<file path="config.mk">
export PLATFORM = sky130hd
export DESIGN_NAME = vga_timing_gen
export DESIGN_NICKNAME = d
export VERILOG_FILES = /design/src/rtl/vga_pkg.sv /design/src/rtl/vga_axis_timer.sv /design/src/rtl/vga_timing_gen.sv
export SDC_FILE = /design/constraint.sdc
export NUM_CORES = 1
export LEC_CHECK = 0
export CAP_MARGIN = 20
export CORE_UTILIZATION = 47
export CTS_CLUSTER_SIZE = 40
export DETAILED_ROUTE_END_ITERATION = 8
export PLACE_DENSITY = 0.8
export SETUP_SLACK_MARGIN = 0.05
export SLEW_MARGIN = 15
export SYNTH_ARGS = -nofsm -noshare
export SYNTH_HDL_FRONTEND = slang
export SYNTH_SLANG_ARGS = --single-unit
</file>
<file path="constraint.sdc">
create_clock -name clk -period 4.6 [get_ports clk]
set_input_delay 1.15 -clock clk [delete_from_list [all_inputs] [get_ports clk]]
set_output_delay 1.15 -clock clk [all_outputs]
set_load 0.05 [all_outputs]
</file>
<file path="src/rtl/vga_pkg.sv">
// rtl/vga_pkg.sv - shared axis state type and default 640x480@60 timing constants
package vga_pkg;

    typedef enum logic [1:0] {
        ST_ACTIVE = 2'd0,
        ST_FRONT  = 2'd1,
        ST_SYNC   = 2'd2,
        ST_BACK   = 2'd3
    } axis_state_e;

    localparam int POS_W = 10;

    localparam int VGA_CLK_DIV  = 4;
    localparam int VGA_H_ACTIVE = 640;
    localparam int VGA_H_FP     = 16;
    localparam int VGA_H_SYNC   = 96;
    localparam int VGA_H_BP     = 48;
    localparam int VGA_V_ACTIVE = 480;
    localparam int VGA_V_FP     = 10;
    localparam int VGA_V_SYNC   = 2;
    localparam int VGA_V_BP     = 33;

    localparam int VGA_H_TOTAL = VGA_H_ACTIVE + VGA_H_FP + VGA_H_SYNC + VGA_H_BP;
    localparam int VGA_V_TOTAL = VGA_V_ACTIVE + VGA_V_FP + VGA_V_SYNC + VGA_V_BP;

endpackage

</file>
<file path="src/rtl/vga_axis_timer.sv">
// rtl/vga_axis_timer.sv - one raster axis: position counter plus ACTIVE/FRONT/SYNC/BACK FSM
module vga_axis_timer
    import vga_pkg::*;
#(
    parameter int ACT  = VGA_H_ACTIVE,
    parameter int FP   = VGA_H_FP,
    parameter int SYNC = VGA_H_SYNC,
    parameter int BP   = VGA_H_BP
) (
    input  logic             clk,
    input  logic             rst,
    input  logic             en,
    output logic [POS_W-1:0] pos,
    output axis_state_e      state,
    output logic             wrap,
    output logic             sync_on,
    output logic             act_on
);

    localparam int               TOTAL       = ACT + FP + SYNC + BP;
    localparam logic [POS_W-1:0] LAST        = POS_W'(TOTAL - 1);
    localparam logic [POS_W-1:0] FRONT_START = POS_W'(ACT);
    localparam logic [POS_W-1:0] SYNC_START  = POS_W'(ACT + FP);
    localparam logic [POS_W-1:0] BACK_START  = POS_W'(ACT + FP + SYNC);

    logic [POS_W-1:0] pos_q, pos_d;
    axis_state_e      state_q, state_d;

    assign wrap = (pos_q == LAST);

    always_comb begin
        pos_d   = pos_q;
        state_d = state_q;
        if (en) begin
            if (wrap) begin
                pos_d   = '0;
                state_d = ST_ACTIVE;
            end else begin
                pos_d = pos_q + POS_W'(1);
                case (state_q)
                    ST_ACTIVE: if (pos_d == FRONT_START) state_d = ST_FRONT;
                    ST_FRONT:  if (pos_d == SYNC_START)  state_d = ST_SYNC;
                    ST_SYNC:   if (pos_d == BACK_START)  state_d = ST_BACK;
                    default:   state_d = state_q;
                endcase
            end
        end
    end

    always_ff @(posedge clk or posedge rst) begin
        if (rst) begin
            pos_q   <= LAST;
            state_q <= ST_BACK;
        end else begin
            pos_q   <= pos_d;
            state_q <= state_d;
        end
    end

    assign pos   = pos_q;
    assign state = state_q;

    // Decoded from the next state so the parent can register them alongside pos.
    assign sync_on = (state_d == ST_SYNC);
    assign act_on  = (state_d == ST_ACTIVE);

endmodule

</file>
<file path="src/rtl/vga_timing_gen.sv">
// rtl/vga_timing_gen.sv - VGA raster timing: pixel divider, h/v axis timers, registered sync/video/frame tick
module vga_timing_gen
    import vga_pkg::*;
#(
    parameter int CLK_DIV  = VGA_CLK_DIV,
    parameter int H_ACTIVE = VGA_H_ACTIVE,
    parameter int H_FP     = VGA_H_FP,
    parameter int H_SYNC   = VGA_H_SYNC,
    parameter int H_BP     = VGA_H_BP,
    parameter int V_ACTIVE = VGA_V_ACTIVE,
    parameter int V_FP     = VGA_V_FP,
    parameter int V_SYNC   = VGA_V_SYNC,
    parameter int V_BP     = VGA_V_BP,
    parameter bit SYNC_POL = 1'b0
) (
    input  logic             clk,
    input  logic             rst,
    output logic             pixel_tick,
    output logic             hsync,
    output logic             vsync,
    output logic             video_on,
    output logic [POS_W-1:0] pixel_x,
    output logic [POS_W-1:0] pixel_y,
    output logic             tick60HZ
);

    localparam logic [3:0]       DIV_LAST = 4'(CLK_DIV - 1);
    localparam logic [POS_W-1:0] V_LAST_ACTIVE = POS_W'(V_ACTIVE - 1);

    logic [3:0] div_q, div_d;
    logic       hsync_q, vsync_q, video_q, tick_q, tick_d;
    logic       h_wrap, v_wrap, v_en;
    logic       h_sync_on, v_sync_on, h_act_on, v_act_on;
    logic [POS_W-1:0] h_pos, v_pos;
    axis_state_e      h_state, v_state;

    // With CLK_DIV = 1 div stays at 0 and the decode is permanently true.
    assign pixel_tick = (div_q == DIV_LAST);
    assign div_d      = pixel_tick ? 4'd0 : div_q + 4'd1;
    assign v_en       = pixel_tick & h_wrap;

    vga_axis_timer #(
        .ACT (H_ACTIVE),
        .FP  (H_FP),
        .SYNC(H_SYNC),
        .BP  (H_BP)
    ) u_h_axis (
        .clk    (clk),
        .rst    (rst),
        .en     (pixel_tick),
        .pos    (h_pos),
        .state  (h_state),
        .wrap   (h_wrap),
        .sync_on(h_sync_on),
        .act_on (h_act_on)
    );

    vga_axis_timer #(
        .ACT (V_ACTIVE),
        .FP  (V_FP),
        .SYNC(V_SYNC),
        .BP  (V_BP)
    ) u_v_axis (
        .clk    (clk),
        .rst    (rst),
        .en     (v_en),
        .pos    (v_pos),
        .state  (v_state),
        .wrap   (v_wrap),
        .sync_on(v_sync_on),
        .act_on (v_act_on)
    );

    logic unused_axis;
    assign unused_axis = ^{h_state, v_state, v_wrap};

    // Fires on the edge that moves the raster onto the first blanking line.
    assign tick_d = v_en & (v_pos == V_LAST_ACTIVE);

    always_ff @(posedge clk or posedge rst) begin
        if (rst) begin
            div_q   <= 4'd0;
            hsync_q <= ~SYNC_POL;
            vsync_q <= ~SYNC_POL;
            video_q <= 1'b0;
            tick_q  <= 1'b0;
        end else begin
            div_q   <= div_d;
            hsync_q <= h_sync_on ~^ SYNC_POL;
            vsync_q <= v_sync_on ~^ SYNC_POL;
            video_q <= h_act_on & v_act_on;
            tick_q  <= tick_d;
        end
    end

    assign hsync    = hsync_q;
    assign vsync    = vsync_q;
    assign video_on = video_q;
    assign tick60HZ = tick_q;
    assign pixel_x  = h_pos;
    assign pixel_y  = v_pos;

endmodule
</file>
==> results of run 1 <==
[flip-flops by register name, summed over array words and instances (netlist names)]
| register | cells |
|---|---|
| hsync | 1 |
| vsync | 1 |
| div_q | 4 |
| video_on | 1 |
| u_v_axis.state | 2 |
| tick60HZ | 1 |
| u_h_axis.state | 2 |
| u_v_axis.pos | 10 |
| u_h_axis.pos | 10 |
[worst max path at each step]
stage | from | endpoint | slack, ps | cells past startpoint
6_report | div_q[0]$_DFF_PP0_ | pixel_tick | 1410 | 4
5_1_grt | div_q[0]$_DFF_PP0_ | pixel_tick | 1300 | 4
4_1_cts | div_q[0]$_DFF_PP0_ | pixel_tick | 1380 | 4
3_5_place_dp | div_q[0]$_DFF_PP0_ | pixel_tick | 1690 | 4
3_3_place_gp | div_q[0]$_DFF_PP0_ | pixel_tick | 1770 | 4
2_1_floorplan | u_h_axis.pos[0]$_DFFE_PP1P_ | u_v_axis.state[0]$_DFF_PP1_ | 2280 | 7
[cell usage after synthesis (all sizes together) (3+ instances only)]
cell type,n
nand2,25
o21ai,21
dfrtp,16
dfstp,16
nor2,14
nand2b,8
xnor2,7
and2,6
buf,6
ha,6
inv,6
nand3,6
and3,5
nand4,5
a21oi,4
and4,4
nor3,4
a21boi,3
mux2i,3
o31ai,3
xor2,3
[per-stage QoR]
| stage | cell area, sq um | setup slack (ps) | total power [mW] | hold WS [ps] |
|---|---|---|---|---|
| floorplan | 1912 | 2279 | 0.2908 | 433.1 |
| global placement | 2210 | 1766 | 0.2938 | 445.3 |
| detailed placement | 2210 | 1695 | 0.2940 | 475.7 |
| CTS | 2317 | 1379 | 0.5571 | 485.0 |
| global route | 2345 | 1301 | 0.5744 | 496.0 |
| finish | 2345 | 1409 | 0.5546 | 473.9 |
[routing by layer]
layer	vias to the layer above	global-route usage	wire, um	share of wire
li1	791	-	-	-
met1	763	0.3077	2047	0.51
met2	22	0.3061	1794	0.45
met3	4	0.04138	107	0.027
met4	0	0.07337	40	0.010
met5	-	0	0	0
[logic make-up after synthesis]
family / Yosys count
AOI/OAI and AO/OA: 46
xor gates and xnor gates: 10
adders and majority gates: 6
buffers and inverters: 12
DFF: 32
muxes: 3
and+or+nand+nor: 94
[layout make-up]
class	count	area [sq um]
multi-input cells	159	1039
fillers	312	1426
inverters	6	22.52
clock buffers	6	72.57
clock inverters	2	35.03
repair buffers	28	295.3
flip-flops and latches	32	820.8
well taps	48	60.06
[worst max-delay path, stage by stage (launching register included)]
cell and delay, ps:
dfrtp_1 370, ha_1 190, nand2_1 150, inv_2 200, clkdlybuf4s50_1 830
[power breakdown]
group	internal [mW]	switching (mW)	total, mW
combinational	0.00369	0.00595	0.00964
sequential	0.282	0	0.282
clock	0.161	0.102	0.263
==> reports/metrics.cfg, run 1 <==
[synth]
synth.area.mux_share = 0.01571
synth_warnings = 0
dominantRegCellSynth = dfstp_2
syn_area_sq_um = 1912
synthXorXnorAreaFrac = 0.04581
synth_compound_area_frac = 0.1538
synthArstFlopShare = 1.000
synth_edf_count = 0
synth_seq_area_share = 0.4293
yosys-top-cells-area = dfstp_2, dfrtp_1, nand2_1, ha_1, o21ai_0
synthSimpleGateAreaFrac = 0.2886
synthAdderAreaFrac = 0.03927
syn_area_per_cell_sq_um = 9.418
synth_top_family_by_area = simple AND/OR/NAND/NOR gates
synth_top_area_share = 0.2199
synthCells = 203
synth-seq-cells = 32
synth_fp_nets = 211
synthDistinctLibCells = 50
synth.largest_area_cell = dfstp_2

[grt]
grt_pass1_vias = 1447
antenna_found_initial = 0
grt.total_usage = 0.2099
grt_pass1_wl_um = 6865
grt-ovfl-total = 0
grt_max_degree = 29

[setup_path]
r2r_end = u_v_axis.state[0]$_DFF_PP1_
critical_path_class = reg2out
cp_data_required_time_ps = 3450
crit_fanout = 11
crit_arrival_ps = 2040
r2r_cells = 7
regToRegSetupSlack_ps = 2260
r2r_start = u_h_axis.pos[0]$_DFFE_PP1P_
start_kind = flop
end_kind = output pin

[cells_and_area]
area_growth_pct = 22.64
fin_util = 0.6218
layout_common_cells = clkdlybuf4s50_1, nand2_1, dfrtp_1, dfstp_2
finalNonFillerCells = 281
n_antenna_cell = 0
layout_commonest_cell = clkdlybuf4s50_1
final_nets = 240
layout-drive-gt1-share = 0.1373

[drt]
drt_wl_total_um = 3990
firstDrtPassIters = 4
routedWlPerCell_um = 14.20
viasPerCell = 5.623
vias = 1580
antenna_left = 0
drc = 0
drt_iter0_markers = 86

[timing]
final.setup.tns_ps = 0
hold_viol_final = 0
fin_crit_sh = 0.6936
tightest_slew_ps = 590.1
rsz0062_at_grt = no
fin_skew_ps = 8.492
timing.fmax_mhz = 313.4
slew_viol_final = 0
period_needed_ps = 3191
setup_viol = 0
relSlewSlack = 0.6036

[clock_tree]
cts_tree = done
htreeDepth = 2
cts-buffers-inserted = 5
cts.sinks = 32
cts_max_path_buffers = 2
postCtsResizedCells = 0
clkSlewWorstSetupHoldPaths_ps = 70
insertion_delay_ps = 290
cts_hold_buffers = 0
cts_setup_buffers = 0
clockRootBuffer = clkbuf_8

[place]
hpwl_um = 2810
portBuffers = 26
dp.cells = 272
place.gp.congestion = 0.8285

[power]
leakagePower_nw = 0.9285
ir_drop_mv = 0.2036
p_per_area_nw_per_um2 = 236.5

[floorplan]
die_height_um = 65.78
initial_utilization = 0.5070
row_count = 22
io_pins = 27
chipWidth_um = 65.78
core_sq_um = 3771
die_area_sq_um = 4327

[hold_path]
hp-start = div_q[0]$_DFF_PP0_
whs_path_depth = 1
hold_path_end = div_q[0]$_DFF_PP0_
hold_path_class = reg2reg

[run_status]
status = complete, no violations

[flow_run]
maxCapViolations = 0

(Power assumes the default switching activity.)
==> run 2: changes to the inputs <==
Clock period 4.6 ns to 3.02 ns, I/O delays scaled along.
==> reports/metrics.cfg, run 2 (same netlist as run 1, synthesis figures left out) <==
[clock_tree]
htreeDepth = 2
cts.sinks = 32
cts_max_path_buffers = 2
clockRootBuffer = clkbuf_8
clkSlewWorstSetupHoldPaths_ps = 60
insertion_delay_ps = 280
cts_hold_buffers = 0
cts-buffers-inserted = 5
cts_setup_buffers = 0
cts_tree = done
postCtsResizedCells = 0

[place]
portBuffers = 26
hpwl_um = 2776
place.gp.congestion = 0.8058
placed_area_sq_um = 2210

[cells_and_area]
n_antenna_cell = 0
final_area_sq_um = 2300
layout_common_cells = clkdlybuf4s50_1, nand2_1, dfrtp_1, dfstp_2
layout_commonest_cell = clkdlybuf4s50_1
fin_util = 0.6098
area_growth_pct = 20.29
final_nets = 239
layout-drive-gt1-share = 0.1293

[floorplan]
io_pins = 27
row_count = 22
initial_utilization = 0.5070
chipWidth_um = 65.78
core_sq_um = 3771
die_height_um = 65.78
die_area_sq_um = 4327

[timing]
slew_viol_final = 0
final.setup.tns_ps = 0
timing.fmax_mhz = 355.5
fin_crit_sh = 0.9314
relSlewSlack = 0.5976
hold_viol_final = 0
rsz0062_at_grt = no
fin_skew_ps = 5.190
setup_viol = 0
tightest_slew_ps = 599.2
period_needed_ps = 2813

[setup_path]
cp_data_required_time_ps = 2260
crit_arrival_ps = 2060
crit_fanout = 11
critical_path_class = reg2out
max_stage_delay_ps = 830
start_kind = flop
slowest_stage = clkdlybuf4s50_1
end_kind = output pin
cp_cell_sequence = ha_1, nand2_1, inv_2, clkdlybuf4s50_1

[grt]
grt_max_degree = 33
grt_pass1_vias = 1419
grt.total_usage = 0.2065
grt_pass1_wl_um = 6665
antenna_found_initial = 0
grt-ovfl-total = 0

[drt]
firstDrtPassIters = 4
drt_iter0_markers = 45
drc = 0
viasPerCell = 5.493
drt_wl_total_um = 3857
vias = 1538
routedWlPerCell_um = 13.78
antenna_left = 0

[power]
ir_drop_mv = 0.2709
p_per_area_nw_per_um2 = 336.2
finalPower_uw = 773.2
leakagePower_nw = 0.9061

[hold_path]
hold_path_class = reg2reg

[flow_run]
maxCapViolations = 0

[run_status]
status = complete, no violations

## run 2: final timing paths
path / slack, ps / end / start / cells past startpoint
worst max-delay path: 210 / pixel_tick / div_q[0]$_DFF_PP0_ / 4
worst min-delay path: 480 / div_q[0]$_DFF_PP0_ / div_q[0]$_DFF_PP0_ / 1
worst max register to register: 710 / u_v_axis.state[0]$_DFF_PP1_ / u_h_axis.pos[0]$_DFFE_PP1P_ / 7
worst min register to register: 480 / div_q[0]$_DFF_PP0_ / div_q[0]$_DFF_PP0_ / 1
max in group asynchronous: 1850 / u_h_axis.pos[4]$_DFFE_PP1P_ / rst / 3
min in group asynchronous: 840 / video_on$_DFF_PP0_ / rst / 3
## run 2: critical path: cells and delay by family (launching register included)
family | cells | cell delay [ps]
buf+inv | 2 | 1040
simple gates | 1 | 160
flops | 1 | 370
fa+ha+maj | 1 | 210
## run 2: layout make-up
type                    instances  area (sq um)
inverters                       6         22.52
repair buffers                 27         267.8
fillers                       318          1471
multi-input cells             159          1039
flip-flops and latches         32         820.8
well taps                      48         60.06
clock buffers                   8         90.09
## run 2: routing by layer
metal | part of all wire | GRT usage | up-vias
met5 | 0 | 0 | -
met3 | 0.022 | 0.05345 | 5
met4 | 0.014 | 0.08696 | 0
met2 | 0.45 | 0.2959 | 20
met1 | 0.51 | 0.2924 | 723
li1 | - | - | 790
## run 2: per-stage QoR
stage               setup WS (ps)  instances  hold slack, ps
CTS                         188.9        280           485.3
global placement            578.6        272           444.4
floorplan                   698.7        203           433.1
detailed placement          506.8        272           477.2
finish                      207.1        280           475.4
global route                107.2        280           488.7
## run 2: power by group
| group | internal [mW] | leakage (nW) | switching (mW) |
|---|---|---|---|
| clock | 0.186 | 0.0455 | 0.148 |
| combinational | 0.00207 | 0.480 | 0.00782 |
| sequential | 0.430 | 0.380 | 0 |
==> run 3: changes to the inputs <==
Settings changed: GPL_TIMING_DRIVEN set to 0.
==> reports/metrics.cfg, run 3 (same netlist as run 1, synthesis figures left out) <==
[run_status]
status = complete, no violations

[clock_tree]
clkSlewWorstSetupHoldPaths_ps = 60
cts_setup_buffers = 0
cts.sinks = 32
cts_tree = done
cts_max_path_buffers = 2
clockRootBuffer = clkbuf_8
htreeDepth = 2
cts-buffers-inserted = 5
insertion_delay_ps = 290

[flow_run]
maxCapViolations = 0

[timing]
final.setup.tns_ps = 0
period_needed_ps = 2535
rsz0062_at_grt = no
setup_viol = 0
relSlewSlack = 0.5708
tightest_slew_ps = 642.8
timing.fmax_mhz = 394.5
fin_crit_sh = 0.8394
fin_skew_ps = 6.461
hold_viol_final = 0
slew_viol_final = 0

[setup_path]
regToRegSetupSlack_ps = 770
slowest_stage = dlymetal6s2s_1
end_kind = output pin
critical_path_class = reg2out
cp_data_required_time_ps = 2260
max_stage_delay_ps = 450
crit_fanout = 10
cp_cell_sequence = ha_1, nand2_1, inv_2, buf_2, dlymetal6s2s_1
crit_arrival_ps = 1780
start_kind = flop

[grt]
antenna_found_initial = 0
grt-ovfl-total = 0
grt.total_usage = 0.2107
grt_pass1_vias = 1471
grt_max_degree = 33
grt_pass1_wl_um = 6727

[power]
p_per_area_nw_per_um2 = 341.6
finalPower_uw = 797.6
leakagePower_nw = 0.9553
ir_drop_mv = 0.2693

[drt]
viasPerCell = 5.744
drt_iter0_markers = 107
drt_wl_total_um = 3959
vias = 1637
firstDrtPassIters = 4
drc = 0
antenna_left = 0
routedWlPerCell_um = 13.89

[cells_and_area]
n_antenna_cell = 0
final_nets = 244
layout-drive-gt1-share = 0.1561
layout_common_cells = nand2_1, clkdlybuf4s50_1, dfrtp_1, dfstp_2
area_growth_pct = 22.12

[floorplan]
io_pins = 27
initial_utilization = 0.5070
chipWidth_um = 65.78
die_area_sq_um = 4327
row_count = 22
core_sq_um = 3771
die_height_um = 65.78

[hold_path]
hold_path_class = reg2reg

[place]
place.gp.congestion = 0.8156
hpwl_um = 2814
portBuffers = 26

==> run 3: cell count changes in the layout (fill, tap and decap cells not counted), sizes merged <==
cell | previous run | this run
dlymetal6s2s | 0 | 1
clkdlybuf4s50 | 26 | 25
buf | 1 | 6
==> run 3: power by group <==
group	internal, mW	switching, mW
Sequential	0.430	0
Clock	0.208	0.151
Combinational	0.00125	0.00795
==> run 3: critical path, delay by kind of cell (launching register included) <==
family,cells,cell delay (ps)
buffers and inverters,3,760
DFF,1,370
adders and majority gates,1,200
and+or+nand+nor,1,170
==> run 3: final timing paths <==
| check | from | to | depth (start not counted) |
|---|---|---|---|
| min in group asynchronous | rst | u_v_axis.pos[5]$_DFFE_PP0P_ | 2 |
| max in group asynchronous | rst | u_h_axis.pos[6]$_DFFE_PP0P_ | 2 |
| min | div_q[0]$_DFF_PP0_ | div_q[0]$_DFF_PP0_ | 1 |
| max | div_q[0]$_DFF_PP0_ | pixel_tick | 5 |
| min reg2reg | div_q[0]$_DFF_PP0_ | div_q[0]$_DFF_PP0_ | 1 |
| max reg2reg | u_h_axis.pos[0]$_DFFE_PP1P_ | u_v_axis.state[0]$_DFF_PP1_ | 7 |
==> run 3: metal layers <==
layer	vias up	global-route usage	share of wire
li1	799	-	-
met3	8	0.03966	0.041
met2	40	0.3189	0.46
met4	0	0.1250	0.023
met1	790	0.2781	0.47
met5	-	0	0
==> run 3: layout make-up <==
type,instances,area (sq um)
buffer,6,30.03
clock buffer,8,100.1
fill,305,1436
inverter,6,22.52
multi-input combinational,159,1039
sequential,32,820.8
tap,48,60.06
timing repair buffer,26,262.8
==> run 3: per-stage QoR <==
step | hold WS, ps | setup WS, ps | cells | instance area (sq um) | util
after floorplan | 433.1 | 698.7 | 203 | 1912 | -
after detailed placement | 473.0 | 396.3 | 277 | 2232 | 0.5919
after global placement | 451.6 | 430.3 | 277 | 2232 | 0.5919
after global routing | 497.0 | 385.0 | 285 | 2335 | 0.6191
final | 475.1 | 484.9 | 285 | 2335 | 0.6191
after CTS | 481.2 | 72.17 | 285 | 2332 | 0.6184
==> run 3: what timing repair did <==
| item | 4_1_cts | 5_1_grt |
|---|---|---|
| gates resized for setup | 0 | 1 |
| hold buffers | 0 | 0 |
| endpoints found under the setup margin | 0 | 1 |
